--- config.mk ---
export PLATFORM = sky130hd
export DESIGN_NAME = fetch
export DESIGN_NICKNAME = d
export VERILOG_FILES = /design/src/rtl/fetch_pkg.sv /design/src/rtl/fetch_q.sv /design/src/rtl/fetch.sv
export SDC_FILE = /design/constraint.sdc
export NUM_CORES = 1
export LEC_CHECK = 0
export ABC_AREA = 1
export CAP_MARGIN = 5
export CORE_MARGIN = 2
export CORE_UTILIZATION = 50
export CTS_CLUSTER_DIAMETER = 60
export DETAILED_ROUTE_END_ITERATION = 16
export PLACE_DENSITY = 0.84
export SYNTH_ARGS = -nofsm -noshare
export SYNTH_HDL_FRONTEND = slang
export SYNTH_SLANG_ARGS = --single-unit
--- constraint.sdc ---
create_clock -name clk -period 8.7 [get_ports clk]
set_input_delay 1.305 -clock clk [delete_from_list [all_inputs] [get_ports clk]]
set_output_delay 1.305 -clock clk [all_outputs]
set_load 0.02 [all_outputs]
--- src/rtl/fetch_pkg.sv ---
// Shared core definitions: fetch FSM state encoding and default datapath width.
// Decode/execute import this package so they agree with fetch on both.
package fetch_pkg;

    localparam int RV_DEFAULT = 32;
    localparam int ILEN       = 16;

    typedef enum logic [1:0] {
        ST_IDLE = 2'd0,
        ST_REQ  = 2'd1,
        ST_KILL = 2'd2
    } fetch_state_e;

endpackage

--- src/rtl/fetch_q.sv ---
// Prefetch queue: power-of-two FIFO with synchronous flush.
// A push and a pop in the same cycle are legal even when full.
module fetch_q #(
    parameter int W     = 48,
    parameter int DEPTH = 2
) (
    input  logic                       clk_i,
    input  logic                       reset_i,
    input  logic                       flush_i,
    input  logic                       push_i,
    input  logic                       pop_i,
    input  logic [W-1:0]               wdata_i,
    output logic [W-1:0]               rdata_o,
    output logic                       full_o,
    output logic                       empty_o,
    output logic [$clog2(DEPTH):0]     count_o
);

    localparam int AW = $clog2(DEPTH);
    localparam int CW = AW + 1;

    logic [W-1:0]  mem_q [DEPTH];
    logic [AW-1:0] rd_ptr_q, rd_ptr_d;
    logic [AW-1:0] wr_ptr_q, wr_ptr_d;
    logic [CW-1:0] count_q, count_d;
    logic          do_push;
    logic          do_pop;

    assign empty_o = (count_q == '0);
    assign full_o  = (count_q == CW'(DEPTH));
    assign count_o = count_q;
    assign rdata_o = mem_q[rd_ptr_q];

    // A pop frees the slot being written, so a full queue may still accept a push.
    assign do_pop  = pop_i && !empty_o;
    assign do_push = push_i && (!full_o || do_pop);

    always_comb begin
        rd_ptr_d = rd_ptr_q;
        wr_ptr_d = wr_ptr_q;
        count_d  = count_q;
        if (do_pop) begin
            rd_ptr_d = rd_ptr_q + AW'(1);
        end
        if (do_push) begin
            wr_ptr_d = wr_ptr_q + AW'(1);
        end
        count_d = count_q + CW'(do_push) - CW'(do_pop);
    end

    always_ff @(posedge clk_i) begin
        if (reset_i || flush_i) begin
            rd_ptr_q <= '0;
            wr_ptr_q <= '0;
            count_q  <= '0;
        end else begin
            rd_ptr_q <= rd_ptr_d;
            wr_ptr_q <= wr_ptr_d;
            count_q  <= count_d;
        end
    end

    always_ff @(posedge clk_i) begin
        if (do_push && !reset_i && !flush_i) begin
            mem_q[wr_ptr_q] <= wdata_i;
        end
    end

endmodule

--- src/rtl/fetch.sv ---
// Instruction fetch: one outstanding halfword request, prefetch queue to decode,
// and redirect handling that drains an in-flight request in KILL before refetching.
module fetch
    import fetch_pkg::*;
#(
    parameter int            RV       = RV_DEFAULT,
    parameter logic [RV-1:0] RESET_PC = {RV{1'b0}},
    parameter int            QDEPTH   = 2
) (
    input  logic              clk,
    input  logic              reset,
    input  logic              stall,
    input  logic              redirect,
    input  logic [RV-1:0]     redirect_pc,
    output logic              ifetch_req,
    output logic [RV-1:0]     ifetch_addr,
    input  logic              ifetch_ack,
    input  logic [ILEN-1:0]   ifetch_data,
    output logic [ILEN-1:0]   ins,
    output logic              idone,
    output logic [RV-1:0]     ins_pc,
    output fetch_state_e      dbg_state_o
);

    localparam int QW = ILEN + RV;
    localparam int CW = $clog2(QDEPTH) + 1;

    fetch_state_e  state_q, state_d;
    logic [RV-1:0] fetch_pc_q, fetch_pc_d;
    logic [RV-1:0] kill_addr_q, kill_addr_d;

    logic [RV-1:0] redirect_tgt;
    logic [RV-1:0] pc_inc;
    logic          launch;
    logic          active_req;
    logic          push;
    logic          pop;
    logic          keep_going;
    logic [CW-1:0] cnt_after;

    logic          q_full;
    logic          q_empty;
    logic [CW-1:0] q_count;
    logic [QW-1:0] q_rdata;

    assign redirect_tgt = redirect_pc & ~RV'(1);
    assign pc_inc       = fetch_pc_q + RV'(2);

    // IDLE issues combinationally so the first request leaves in the first cycle out of reset.
    assign launch     = (state_q == ST_IDLE) && !q_full && !redirect;
    assign active_req = launch || (state_q == ST_REQ);

    assign ifetch_req  = !reset && (active_req || (state_q == ST_KILL));
    assign ifetch_addr = (state_q == ST_KILL) ? kill_addr_q : fetch_pc_q;

    // Valid/ready: a halfword transfers on any cycle with ifetch_req && ifetch_ack;
    // toward decode, idone is a strobe and stall is the only back-pressure.
    assign push  = !reset && active_req && ifetch_ack && !redirect;
    assign pop   = !reset && !q_empty && !stall && !redirect;
    assign idone = pop;

    assign cnt_after  = q_count + CW'(push) - CW'(pop);
    assign keep_going = (cnt_after < CW'(QDEPTH));

    assign ins         = q_rdata[QW-1:RV];
    assign ins_pc      = q_rdata[RV-1:0];
    assign dbg_state_o = state_q;

    always_comb begin
        state_d     = state_q;
        fetch_pc_d  = fetch_pc_q;
        kill_addr_d = kill_addr_q;
        case (state_q)
            ST_IDLE: begin
                if (redirect) begin
                    fetch_pc_d = redirect_tgt;
                end else if (!q_full) begin
                    if (ifetch_ack) begin
                        fetch_pc_d = pc_inc;
                        state_d    = keep_going ? ST_REQ : ST_IDLE;
                    end else begin
                        state_d = ST_REQ;
                    end
                end
            end
            ST_REQ: begin
                if (redirect) begin
                    fetch_pc_d = redirect_tgt;
                    if (ifetch_ack) begin
                        state_d = ST_IDLE;
                    end else begin
                        state_d     = ST_KILL;
                        kill_addr_d = fetch_pc_q;
                    end
                end else if (ifetch_ack) begin
                    fetch_pc_d = pc_inc;
                    state_d    = keep_going ? ST_REQ : ST_IDLE;
                end
            end
            ST_KILL: begin
                // The stale request must still complete; its data is dropped.
                if (redirect) begin
                    fetch_pc_d = redirect_tgt;
                end
                if (ifetch_ack) begin
                    state_d = ST_IDLE;
                end
            end
            default: begin
                state_d = ST_IDLE;
            end
        endcase
    end

    always_ff @(posedge clk) begin
        if (reset) begin
            state_q     <= ST_IDLE;
            fetch_pc_q  <= RESET_PC;
            kill_addr_q <= RESET_PC;
        end else begin
            state_q     <= state_d;
            fetch_pc_q  <= fetch_pc_d;
            kill_addr_q <= kill_addr_d;
        end
    end

    fetch_q #(
        .W     (QW),
        .DEPTH (QDEPTH)
    ) u_fetch_q (
        .clk_i   (clk),
        .reset_i (reset),
        .flush_i (redirect),
        .push_i  (push),
        .pop_i   (pop),
        .wdata_i ({ifetch_data, fetch_pc_q}),
        .rdata_o (q_rdata),
        .full_o  (q_full),
        .empty_o (q_empty),
        .count_o (q_count)
    );

endmodule

==> flow_summary.rst <==
.. list-table::
   :header-rows: 1

   * - Metric
     - Value
   * - Run status
     - completed
   * - Seq cells post-synth
     - 163
   * - Area of the placeable core
     - 14640 um^2
   * - Mean instance size in the synthesized netlist
     - 9.054 um^2
   * - Final setup viols
     - 0
   * - Share of cells above drive strength 1
     - 0.1165
   * - Port-buffer cells
     - 133
   * - Total design power
     - around 1.8 mW
   * - RSZ-0062 raised after global routing
     - no
   * - Post-layout instance area
     - 9585 um^2
   * - Startpoint types
     - input pin
   * - Maximum clock rate
     - 221.4 MHz
   * - Arrival time reported for the critical path endpoint
     - 3.21 ns
   * - Vias in the first global route
     - 5779
   * - Largest net degree at the start of global routing
     - 59
   * - H-tree levels
     - 4
   * - Final Hold Vio Count
     - 0
   * - Insertion delay of the later-clocked pin in the worst-skew pair
     - roughly 0.43 ns
   * - Worst relative slew slack
     - 0.2926
   * - Power density over cell area
     - between 150 and 200 nW/um^2
   * - Synth Instances
     - 835
   * - Deepest clock path buffer count
     - 2
   * - TritonCTS Sinks
     - 163
   * - Layout area overhead
     - 26.80%
   * - Net count reported at finish
     - 1014
   * - Setup Buffers After CTS
     - 0
   * - Number of distinct library cells after synthesis
     - 38
   * - Height of the die
     - about 130 um
   * - Area share of the leading cell type in the synthesized netlist
     - 0.3734
   * - Global route total overflow
     - 0
   * - Via-to-Cell Ratio
     - 5.444
   * - Final critical-path share of the clock period
     - 0.5191
   * - Detailed-route via count
     - about 6300
   * - Most repeated cell in the gate-level netlist after synthesis
     - nand2_1
   * - First-pass detailed-route iteration total
     - 5
   * - Global-route wire length before repair
     - approximately 29000 um
   * - Instance area at placement
     - 8989 um^2
   * - Top cell types by occurrence after synthesis
     - nand2_1, nor2_1, edfxtp_1
   * - Worst Setup Slack, final
     - around 4.2 ns
   * - Post-synth EDFFs
     - 94
   * - Max Slew Vio Count
     - 0
   * - Worst hold path cell count
     - 1
   * - Final weighted congestion in routability-driven placement
     - roughly 0.91
   * - Tightest Pin Transition
     - 1.059 ns
   * - Summed instance area of the synthesized netlist
     - 7560 um^2
   * - Critical path fanouts, max
     - 4
   * - Cell at the root of the clock tree
     - clkbuf_16
   * - Critical hold path startpoint
     - u_fetch_q.rd_ptr_q
   * - Detailed Route WL
     - 18110 um
   * - Initial Utilization
     - 0.5162
   * - Number of violations reported at the end of detailed-routing iteration 0
     - roughly 570
   * - Top_reg_cell synth
     - edfxtp_1
   * - Final Skew
     - 0.006666 ns
   * - Required @ worst endpoint
     - 7.39 ns
   * - Synth area leaders
     - edfxtp_1, dfxtp_1, nand2_1
   * - Hold Path End
     - u_fetch_q.rd_ptr_q
   * - Floorplan die width
     - roughly 130 um
   * - Total track usage
     - 0.2272
   * - Post-synthesis sequential area ratio
     - 0.5561
   * - Static Leak
     - 3.501 nW
   * - Remaining design rule violation count
     - 0
   * - Top cell type by total area after synthesis
     - edfxtp_1
   * - Setup WS pre-CTS
     - 4.179 ns
   * - Worst reg2reg path endpoint
     - fetch_pc_q[10]
   * - Launch point of the worst reg-to-reg path
     - dbg_state_o[1]
   * - Die footprint
     - about 16000 um^2
   * - Clock-pin slew reported for the worst setup and hold paths after clock tree synthesis
     - 0.06 ns
   * - Setup total negative slack
     - 0 ns
   * - Yosys warnings
     - 0
   * - Clock tree from TritonCTS
     - done
   * - Number of buffers added by the clock tree synthesis step
     - 17
   * - Cts repair resizes
     - 0
   * - Number of cells on the worst reg-to-reg path
     - 8
   * - Critical path class
     - input pin to output pin
   * - Number of core rows
     - between 40 and 50
   * - Average routed wire per standard cell
     - 15.69 um
   * - Post-layout minimum cycle time
     - 4.516 ns
   * - Hold bufs inserted after CTS
     - 0
   * - Count of pins on the block boundary
     - roughly 140
   * - Remaining number of nets flagged by the antenna check after routing
     - 0
   * - Worst hold path class
     - flip-flop to flip-flop
   * - Placed wire-length estimate after detailed placement
     - roughly 12000 um
   * - Peak ir drop on the vdd network
     - 0.1393 mV
   * - Register-to-Register Setup Slack
     - approximately 6.0 ns
   * - Total of max-cap violations
     - 0
   * - Number of antenna violations at the first check in global routing
     - 0
   * - FFs w/ async S/R, synth
     - 0
   * - ANT cells
     - 0
   * - Endpoint type of the worst setup path
     - output pin
==> critical path: stages <==
cell,delay (ns)
clkdlybuf4s50_1,0.51
inv_1,0.22
nand2_1,0.08
o21ai_1,0.26
o21ai_0,0.15
inv_1,0.10
clkdlybuf4s50_1,0.60
==> metrics by stage <==
step / std cells / hold WS [ns] / util
floorplan: 836 / 0.4632 / -
global placement: 1122 / 0.4725 / 0.6138
detailed placement: 1122 / 0.4844 / 0.6138
CTS: 1154 / 0.4985 / 0.6546
global route: 1154 / 0.5345 / 0.6546
finish: 1154 / 0.4992 / 0.6546
==> area by class of cell <==
type / count / area (um^2)
Sequential cell: 163 / 4205
Timing Repair Buffer: 139 / 1376
Multi-Input combinational cell: 577 / 2950
Tap cell: 184 / 230.2
Clock inverter: 7 / 66.31
Clock buffer: 25 / 530.5
Fill cell: 1164 / 5059
Inverter: 59 / 226.5
==> cells in the final DEF, fill, tap and decap left out, types with 3 or more instances in the layout <==
| cell type | Yosys | layout |
|---|---|---|
| clkdlybuf4s50_1 | 0 | 133 |
| a21oi_1 | 59 | 59 |
| nand3_1 | 34 | 34 |
| o21ai_1 | 10 | 10 |
| edfxtp_1 | 94 | 94 |
| a21oi_2 | 4 | 4 |
| clkbuf_8 | 0 | 3 |
| ha_1 | 4 | 4 |
| nor2_1 | 101 | 100 |
| buf_4 | 4 | 6 |
| clkinv_2 | 0 | 3 |
| inv_2 | 5 | 6 |
| nor2_4 | 2 | 3 |
| nand2_1 | 211 | 211 |
| nor3_1 | 5 | 4 |
| nand4_1 | 8 | 8 |
| o21ai_0 | 67 | 67 |
| inv_1 | 53 | 52 |
| clkbuf_16 | 0 | 19 |
| dfxtp_1 | 69 | 68 |
| or2_2 | 4 | 4 |
| mux2_2 | 47 | 47 |
==> how the worst max path moves through the flow <==
stage	endpoint	slack, ns	from	cells after the start
6_report	ifetch_req	4.18	redirect	7
3_5_place_dp	ifetch_req	4.18	redirect	7
5_1_grt	ifetch_req	4.04	redirect	7
4_1_cts	ifetch_req	4.16	redirect	7
3_3_place_gp	ifetch_req	4.19	redirect	7
2_1_floorplan	u_fetch_q.mem_q[0][10]	4.12	reset	8
==> sequential cells by signal, summed over array words and instances (netlist names), named ones only <==
signal              cells
u_fetch_q.mem_q        94
dbg_state_o             2
u_fetch_q.wr_ptr_q      1
u_fetch_q.count_o       2
kill_addr_q            31
fetch_pc_q             31
u_fetch_q.rd_ptr_q      1
==> report_power, final <==
group / total (mW) / leakage, nW / switching [mW] / internal [mW]
Clock: 0.744 / 0.296 / 0.292 / 0.452
Combinational: 0.192 / 1.77 / 0.109 / 0.0833
Sequential: 0.871 / 1.43 / 0.0290 / 0.842
==> logic make-up after synthesis <==
group                      count (synthesis)  share of synthesized area
DFF                                      163                     0.5561
adders and majority gates                  4                   0.006621
other                                      1                  0.0004960
and+or+nand+nor                          371                     0.2016
buffers and inverters                     96                    0.05578
xor gates and xnor gates                   2                   0.002318
muxes                                     47                    0.07001
AOI/OAI and AO/OA                        151                     0.1071
==> metal layers <==
metal | share of wire | vias to the layer above | track usage
met3 | 0.067 | 30 | 0.04260
met1 | 0.45 | 2959 | 0.3120
li1 | - | 3051 | -
met5 | 0 | - | 0
met4 | 0.019 | 0 | 0.08016
met2 | 0.46 | 242 | 0.3631
(Power assumes the default switching activity.)
